**config.mk**
```make
export PLATFORM = sky130hd
export DESIGN_NAME = darkroom_spi_scheduler
export DESIGN_NICKNAME = d
export VERILOG_FILES = /design/src/rtl/darkroom_pkg.sv /design/src/rtl/darkroom_crc8.sv /design/src/rtl/darkroom_spi_scheduler.sv
export SDC_FILE = /design/constraint.sdc
export NUM_CORES = 1
export LEC_CHECK = 0
export BUFFER_PORTS_ARGS = -buffer_cell sky130_fd_sc_hd__buf_4
export CORE_MARGIN = 3
export CORE_UTILIZATION = 45
export DETAILED_ROUTE_END_ITERATION = 16
export PLACE_DENSITY = 0.67
export SLEW_MARGIN = 10
export SYNTH_ARGS = -nofsm -noshare
export SYNTH_HDL_FRONTEND = slang
export SYNTH_SLANG_ARGS = --single-unit
```
**constraint.sdc**
```tcl
create_clock -name clock -period 4.6 [get_ports clock]
set_clock_uncertainty 0.15 [all_clocks]
set_input_delay 0.23 -clock clock [delete_from_list [all_inputs] [get_ports clock]]
set_output_delay 0.23 -clock clock [all_outputs]
set_load 0.005 [all_outputs]
```
**src/rtl/darkroom_pkg.sv**
```systemverilog
// Shared types and constants for the darkroom SPI scheduler.
package darkroom_pkg;

   typedef enum logic [2:0] {
      ST_IDLE    = 3'd0,
      ST_LOAD    = 3'd1,
      ST_HEADER  = 3'd2,
      ST_PAYLOAD = 3'd3,
      ST_DELAY   = 3'd4
   } state_e;

   localparam int unsigned HEADER_BYTES = 1;
   localparam int unsigned WORD_BYTES   = 4;
   localparam logic [7:0]  CRC8_POLY    = 8'h07;

   function automatic int unsigned ceil_div(input int unsigned a, input int unsigned b);
      return (a + b - 1) / b;
   endfunction

endpackage

```
**src/rtl/darkroom_crc8.sv**
```systemverilog
// Byte-serial CRC-8 (MSB-first, init 0x00) with synchronous clear and byte enable.
module darkroom_crc8
   import darkroom_pkg::*;
(
   input  logic       clock,
   input  logic       reset_n,
   input  logic       clear_i,
   input  logic       en_i,
   input  logic [7:0] data_i,
   output logic [7:0] crc_o
);

   logic [7:0] crc_q, crc_d;

   always_comb begin
      crc_d = crc_q;
      if (clear_i) begin
         crc_d = '0;
      end else if (en_i) begin
         crc_d = crc_q ^ data_i;
         for (int unsigned b = 0; b < 8; b++) begin
            crc_d = crc_d[7] ? ({crc_d[6:0], 1'b0} ^ CRC8_POLY) : {crc_d[6:0], 1'b0};
         end
      end
   end

   always_ff @(posedge clock or negedge reset_n) begin
      if (!reset_n) crc_q <= '0;
      else          crc_q <= crc_d;
   end

   assign crc_o = crc_q;

endmodule

```
**src/rtl/darkroom_spi_scheduler.sv**
```systemverilog
// Captures sensor words, serves them over Avalon-MM and streams dirty frames as SPI bytes.
// Define DARKROOM_CRC8_EN to append a CRC-8 byte to every frame.
module darkroom_spi_scheduler
   import darkroom_pkg::*;
#(
   parameter int unsigned NUMBER_OF_SENSORS = 8,
   parameter int unsigned SENSORS_PER_FRAME = 8,
   parameter int unsigned INTER_FRAME_DELAY = 1024,
   parameter int unsigned ADDR_W            = 7
) (
   input  logic                            clock,
   input  logic                            reset_n,
   input  logic [32*NUMBER_OF_SENSORS-1:0] sensor_data_i,
   input  logic [NUMBER_OF_SENSORS-1:0]    sensor_update_i,
   input  logic                            trigger_me,
   input  logic [ADDR_W-1:0]               avs_address,
   input  logic                            avs_read,
   output logic [31:0]                     avs_readdata,
   output logic                            avs_waitrequest,
   output logic [7:0]                      tx_data,
   output logic                            tx_valid,
   input  logic                            tx_ready,
   output logic                            tx_last
);

   localparam int unsigned N         = NUMBER_OF_SENSORS;
   localparam int unsigned SPF       = SENSORS_PER_FRAME;
   localparam int unsigned NF        = ceil_div(N, SPF);
   localparam int unsigned PAY_BYTES = WORD_BYTES * SPF;
`ifdef DARKROOM_CRC8_EN
   localparam int unsigned LAST_IDX  = PAY_BYTES;
`else
   localparam int unsigned LAST_IDX  = PAY_BYTES - 1;
`endif

   state_e              state_q, state_d;
   logic [32*N-1:0]     shadow_q;
   logic [N-1:0]        dirty_q, clr_mask, frame_mask;
   logic                send_all_q, send_all_d, frame_dirty, last_byte;
   logic [6:0]          frame_ctr_q, frame_ctr_d;
   logic [7:0]          byte_idx_q, byte_idx_d, byte_sel;
   logic [31:0]         dly_q, dly_d;
   logic [32*SPF-1:0]   txbuf_q, txbuf_d, frame_words;
   logic                rd_done_q;
   logic [31:0]         readdata_q, rd_word, addr32;
   logic [63:0]         dirty64;

`ifdef DARKROOM_CRC8_EN
   logic       crc_clear, crc_en;
   logic [7:0] crc_val;

   assign crc_clear = (state_q == ST_LOAD);
   assign crc_en    = tx_valid & tx_ready;

   darkroom_crc8 u_crc (
      .clock   (clock),
      .reset_n (reset_n),
      .clear_i (crc_clear),
      .en_i    (crc_en),
      .data_i  (tx_data),
      .crc_o   (crc_val)
   );
`endif

   // Words and dirty bits belonging to the frame selected by frame_ctr_q; slots past N stay zero.
   always_comb begin
      frame_dirty = 1'b0;
      frame_mask  = '0;
      frame_words = '0;
      for (int unsigned i = 0; i < N; i++) begin
         if (7'(i / SPF) == frame_ctr_q) begin
            frame_mask[i]                      = 1'b1;
            frame_dirty                        = frame_dirty | dirty_q[i];
            frame_words[(i % SPF)*32 +: 32]    = shadow_q[i*32 +: 32];
         end
      end
   end

   always_comb begin
      byte_sel = '0;
      for (int unsigned b = 0; b < PAY_BYTES; b++) begin
         if (byte_idx_q == 8'(b)) byte_sel = txbuf_q[b*8 +: 8];
      end
`ifdef DARKROOM_CRC8_EN
      if (byte_idx_q == 8'(PAY_BYTES)) byte_sel = crc_val;
`endif
   end

   always_comb begin
      state_d     = state_q;
      send_all_d  = send_all_q;
      frame_ctr_d = frame_ctr_q;
      byte_idx_d  = byte_idx_q;
      dly_d       = dly_q;
      txbuf_d     = txbuf_q;
      clr_mask    = '0;
      tx_valid    = 1'b0;
      tx_last     = 1'b0;
      tx_data     = '0;
      last_byte   = (byte_idx_q == 8'(LAST_IDX));
      case (state_q)
         ST_IDLE: begin
            if (trigger_me) begin
               send_all_d  = 1'b1;
               frame_ctr_d = '0;
               state_d     = ST_LOAD;
            end else if (|dirty_q) begin
               send_all_d  = 1'b0;
               frame_ctr_d = '0;
               state_d     = ST_LOAD;
            end
         end
         ST_LOAD: begin
            if (frame_ctr_q >= 7'(NF)) begin
               state_d = ST_IDLE;
            end else if (send_all_q || frame_dirty) begin
               txbuf_d    = frame_words;
               clr_mask   = frame_mask;
               byte_idx_d = '0;
               state_d    = ST_HEADER;
            end else begin
               frame_ctr_d = frame_ctr_q + 7'd1;
            end
         end
         ST_HEADER: begin
            tx_valid = 1'b1;
            tx_data  = {send_all_q, frame_ctr_q};
            if (tx_ready) state_d = ST_PAYLOAD;
         end
         ST_PAYLOAD: begin
            tx_valid = 1'b1;
            tx_data  = byte_sel;
            tx_last  = last_byte;
            if (tx_ready) begin
               if (last_byte) begin
                  dly_d = '0;
                  if (INTER_FRAME_DELAY <= 1) begin
                     frame_ctr_d = frame_ctr_q + 7'd1;
                     state_d     = ST_LOAD;
                  end else begin
                     state_d = ST_DELAY;
                  end
               end else begin
                  byte_idx_d = byte_idx_q + 8'd1;
               end
            end
         end
         ST_DELAY: begin
            // LOAD is the last idle cycle, so DELAY itself lasts INTER_FRAME_DELAY-1 cycles.
            if (dly_q >= 32'(INTER_FRAME_DELAY - 2)) begin
               frame_ctr_d = frame_ctr_q + 7'd1;
               state_d     = ST_LOAD;
            end else begin
               dly_d = dly_q + 32'd1;
            end
         end
         default: state_d = ST_IDLE;
      endcase
   end

   always_ff @(posedge clock or negedge reset_n) begin
      if (!reset_n) begin
         state_q     <= ST_IDLE;
         send_all_q  <= 1'b0;
         frame_ctr_q <= '0;
         byte_idx_q  <= '0;
         dly_q       <= '0;
         txbuf_q     <= '0;
         shadow_q    <= '0;
         dirty_q     <= '0;
      end else begin
         state_q     <= state_d;
         send_all_q  <= send_all_d;
         frame_ctr_q <= frame_ctr_d;
         byte_idx_q  <= byte_idx_d;
         dly_q       <= dly_d;
         txbuf_q     <= txbuf_d;
         dirty_q     <= (dirty_q & ~clr_mask) | sensor_update_i;
         for (int unsigned i = 0; i < N; i++) begin
            if (sensor_update_i[i]) shadow_q[i*32 +: 32] <= sensor_data_i[i*32 +: 32];
         end
      end
   end

   assign addr32  = 32'(avs_address);
   assign dirty64 = 64'(dirty_q);

   always_comb begin
      rd_word = '0;
      for (int unsigned i = 0; i < N; i++) begin
         if (addr32 == i) rd_word = shadow_q[i*32 +: 32];
      end
      if (addr32 == N)     rd_word = dirty64[31:0];
      if (addr32 == N + 1) rd_word = dirty64[63:32];
   end

   always_ff @(posedge clock or negedge reset_n) begin
      if (!reset_n) begin
         rd_done_q  <= 1'b0;
         readdata_q <= '0;
      end else if (!avs_read) begin
         rd_done_q  <= 1'b0;
      end else if (!rd_done_q) begin
         rd_done_q  <= 1'b1;
         readdata_q <= rd_word;
      end
   end

   assign avs_readdata    = readdata_q;
   assign avs_waitrequest = avs_read & ~rd_done_q;

endmodule
```
# --- Yosys cells after proc, flatten, opt, wreduce, memory -nomap -nowiden ---
# Index checks and enable logic that the tools add are counted.
op_classes:
  n_lt_le_gt_ge: 2
  n_addsub: 3
  n_mul: 0
  n_eq_ne: 55
  n_mux: 92
  n_shift: 0
  div_mod_pow: 0
  n_reduce_logical: 18
  n_bitwise: 13
ops:
  columns: ["cell", "n"]
  rows:
  - ["$mux W32", 21]
  - ["$mux W8", 39]
  - ["$eq A8 B5 Y1 const B", 16]
  - ["$eq A8 B4 Y1 const B", 8]
  - ["$pmux W32 S2", 1]
  - ["$mux W7", 5]
  - ["$add A32 B1 Y32 const B", 1]
  - ["$eq A8 B3 Y1 const B", 4]
  - ["$ge A32 B10 Y1 const B", 1]
  - ["$logic_not A32 Y1", 1]
  - ["$pmux W8 S2", 2]
  - ["$eq A7 B3 Y1 const B", 4]
  - ["$mux W3", 8]
  - ["$pmux W7 S3", 1]
  - ["$ne A2 B2 Y1 const B", 9]
  - ["$eq A8 B2 Y1 const B", 2]
  - ["$pmux W3 S5", 1]
  - ["$eq A7 B2 Y1 const B", 2]
  - ["$eq A7 B4 Y1 const B", 2]
  - ["$mux W1", 14]
  - ["$reduce_and A5 Y1", 2]
  - ["$add A8 B1 Y8 const B", 1]
  - ["$and A8 B8 Y8", 1]
  - ["$eq A8 B1 Y1 const B", 1]
  - ["24 further kinds", 36]
totals:
  input_bits: 276
  romBits: 0
  regBits: 604
  latch_bits: 0
  n_memories: 0
  out_inout_bits: 43
  ram_bits: 0
  elab_cells: 200

# --- Depth between registers and ports, before layout ---
logic_depth:
  depth_word: 34
  mapped_depth: 12
  depth_no_buf: 11

# --- Worst setup path after synthesis ---
# No wires, ideal clock.
synth_timing:
  path_kind: "reg-to-output"
  from: "reg byte_idx_q[0]"
  to: "out tx_data[6]"
  n_path_buf: 3
  required_time_ns: 4.220
  arrival_ns: 2.453
  stages_incl_launch_ff: 11
  path_slack_ns: 1.767
  path_cell_list: "dfrtp_1 > inv_1 > ha_1 > clkbuf_1 > clkbuf_1 > buf_2 > o21ai_0 > a311oi_1 > o21ai_0 > a2111oi_0 > o22ai_1"
synth_via:
  elab_chain_cells: 34
  word_cells_on_any_way: 65
  cone_classes: "eq/ne: 31; mux: 33; reduce/logical: 1"
synth_rtl:
  columns: ["item", "line", "rtl"]
  rows:
  - ["start: declaration", "darkroom_spi_scheduler.sv:41", "logic [7:0] byte_idx_q, byte_idx_d, byte_sel;"]
  - ["start signal: assignment", "darkroom_spi_scheduler.sv:175", "byte_idx_q <= byte_idx_d;"]
  - ["$logic_not A8 Y1", "darkroom_spi_scheduler.sv:82", "if (byte_idx_q == 8'(b)) byte_sel = txbuf_q[b*8 +: 8];"]
  - ["$mux W8 (31 in series)", "darkroom_spi_scheduler.sv:82", null]
  - ["$mux W8 (*)", "darkroom_spi_scheduler.sv:82", null]
  - ["$pmux W8 S2 (*)", "darkroom_spi_scheduler.sv:101", "case (state_q)"]
  - ["end: declaration", "darkroom_spi_scheduler.sv:20", "output logic [7:0] tx_data,"]
# Mark *: on every way between the ends. The rest lies on a longest branch, timed or not.

# --- Final worst setup path ---
layout_timing:
  from: "reg byte_idx_q[0]"
  to: "out tx_data[7]"
# The elaborated chain is that of the path after synthesis.

==> flow_summary.toml <==
[timing]
fin_tns_setup_ps = 0
timing_hold_violations_final = 0
finalMaxSlewViolations = 0
worst_slew_pin_slew_ps = 1100
setup_viol = 0
min_period_ps = 4500
max_clock_freq_mhz = 222
fin_crit_sh = 0.978
rsz0062_at_grt = "false"
maxSlewHeadroom = 0.266

[finish]
syn2layout_area_growth_pct = 29.8
finalNetCount = 3603
drive_gt1_frac = 0.235
fin_util = 0.591
design_area_um2 = 36500

[worst_setup_path]
ff2ff_setup_slack_ps = 970
endpoint_kind = "output port"
rr_worst_depth = 12
crit_type = "reg2out"
cp-start-kind = "flip-flop"
required_ps = 4220
worstPathMaxFanout = 30
crit_arrival_ps = 4120

[pwr]
p_leak_nw = 16.7
ir_drop_mv = 0.621
power_density_nw_per_um2 = 561
power_mw = 20.5

[clock_tree]
clk_pin_slew_ps = 70
htreeDepth = 3
cts_buffer_depth = 3
cts_sinks = 604
cts_made_buffers = 68
cts-root-buf = "clkbuf_16"
insertion_delay_ps = 630
cts_tree = "built"

[synth]
synth_compound_area_frac = 0.145
synthArstFlopShare = 1.00
ys_types = 82
synth_nets = 3065
synth_fa_ha_area_frac = 0.00400
synth.area.top_cells = "dfrtp_1, mux2_2, nand2_1"
ys_warn_count = 0
yosys.area_share.xor_xnor = 0.00530
yosys.area.top_type_share = 0.538
post_synth_and_or_nand_nor_area_fraction = 0.154
synthCells = 2780
syn_avg_cell_area_um2 = 10.1
yosys.area.top_type = "dfrtp_1"
synth.yosys.seq_area_share = 0.538
ys.flop_type = "dfrtp_1"
synth_top_cells_by_count = "dfrtp_1, nand2_1, mux2_2"
yosysMostFrequentCell = "dfrtp_1"
synth.mux.area_fraction = 0.121
synth_edf_count = 0
postSynthRegisterBits = 604
synth_top_family_by_area = "simple AND/OR/NAND/NOR gates"
syn-cell-area_um2 = 28100

[place]
globalplace.congestion = 1.00
place.port_buffers = 318
dpl-instance-area_um2 = 31400
hpwlAfterDp_um = 81900

[floorplanning]
start_util = 0.456
core-area_um2 = 61700
chipHeight_um = 256
io_pins = 319
rows = 91
die_w_um = 256
dieArea_um2 = 65500

[drt]
wl_per_cell_um = 27.0
postRouteAntennaNets = 0
vias = 25500
drt_iter0_drc = 3016
viasPerCell = 6.06
first_pass_iters = 6
drc_errors = 0
wl_um = 114000

[worst_hold_path]
whs_path_depth = 2
hold_class = "in2reg"

[grt]
antenna_found_initial = 3
grt_max_degree = 133
grt_pass1_vias = 25600
grt_pass1_wl_um = 168000
overflow = 0
track_usage = 0.343

[status]
status = "completed"

[flow_run]
cap_violations = 0
==> layer usage <==
layer,up-vias,track usage,wire length [um],share of wire
li1,11000,-,-,-
met1,12900,0.455,45200,0.40
met5,-,0,12,0.00011
met2,1320,0.559,53800,0.47
met3,280,0.0544,8440,0.074
met4,2,0.153,6200,0.055
==> logic make-up (layout without fill, tap and decap cells) <==
family / after synthesis / count (layout)
xor gates and xnor gates: 17 / 17
other: 0 / 1
muxes: 307 / 307
and+or+nand+nor: 990 / 990
adders and majority gates: 9 / 9
AOI/OAI and AO/OA: 618 / 618
buffers and inverters: 235 / 821
DFF: 604 / 604
==> metrics by stage <==
stage | worst slack [ps] | hold WS [ps] | cells
floorplan | 1770 | -216 | 2780
global placement | 759 | 205 | 3801
detailed placement | 738 | 205 | 3801
CTS | 58.5 | 10.9 | 4203
global route | 16.4 | 24.7 | 4203
finish | 101 | 31.7 | 4204
==> worst max-delay path: stages (launching register included) <==
cell and delay [ps]:
dfrtp_1 420, ha_1 770, inv_1 90, buf_4 300, o221a_2 330, o21ai_0 150, o221ai_1 190, o21a_1 240
nor3_1 480, o221ai_1 300, buf_4 210
==> placed cells by master (no fill, tap or decap), drive strengths merged, types with 9 or more instances in the layout <==
cell type,instances
mux2i,45
nor4,13
nor3,33
nor2b,12
o22ai,47
and2,15
dlygate4sd3,284
a221o,21
dfrtp,604
nand2,605
a21oi,66
a31oi,11
nand3,147
clkinv,12
inv,29
nand4,16
a22o,16
buf,393
a221oi,56
o221ai,18
o21ai,241
o21a,10
a22oi,27
a21o,17
nand2b,11
mux2,262
ha,9
a222oi,11
a211oi,12
nor2,96
clkbuf,98
xor2,14
==> where the power goes <==
part,internal [mW],total [mW],switching (mW)
Sequential,6.65,8.27,1.61
Clock,3.21,5.44,2.23
Combinational,2.42,6.78,4.36
Total,12.3,20.5,8.20
==> flip-flops by register name, indices dropped and copies added (netlist names) <==
signal        cells
avs_readdata     32
byte_idx_q        8
dirty_q           8
dly_q            32
frame_ctr_q       7
rd_done_q         1
send_all_q        1
shadow_q        256
state_q           3
txbuf_q         256
==> layout make-up <==
| type | instances | area [um^2] |
|---|---|---|
| diodes | 1 | 2.50 |
| clock buffers | 98 | 1980 |
| clock inverters | 20 | 236 |
| fillers | 5097 | 25200 |
| inverters | 26 | 97.6 |
| multi-input cells | 1941 | 12100 |
| flip-flops and latches | 604 | 15100 |
| well taps | 837 | 1050 |
| repair buffers | 677 | 5910 |
==> what timing repair did <==
item / in CTS / in global routing
resized for setup: 0 / 3
hold endpoints to repair: 360 / 0
hold buffers: 284 / 0
buffers inserted: 0 / 0
setup endpoints to repair: 0 / 2
==> worst paths after layout <==
check	start	end
setup / recovery	byte_idx_q[0]	tx_data[7]
hold / removal	sensor_update_i[7]	dirty_q[7]
setup reg to reg	byte_idx_q[0]	dly_q[8]
hold reg to reg	txbuf_q[0]	txbuf_q[0]
max in group asynchronous	reset_n	txbuf_q[221]
min in group asynchronous	reset_n	shadow_q[215]
(Power assumes the default switching activity.)
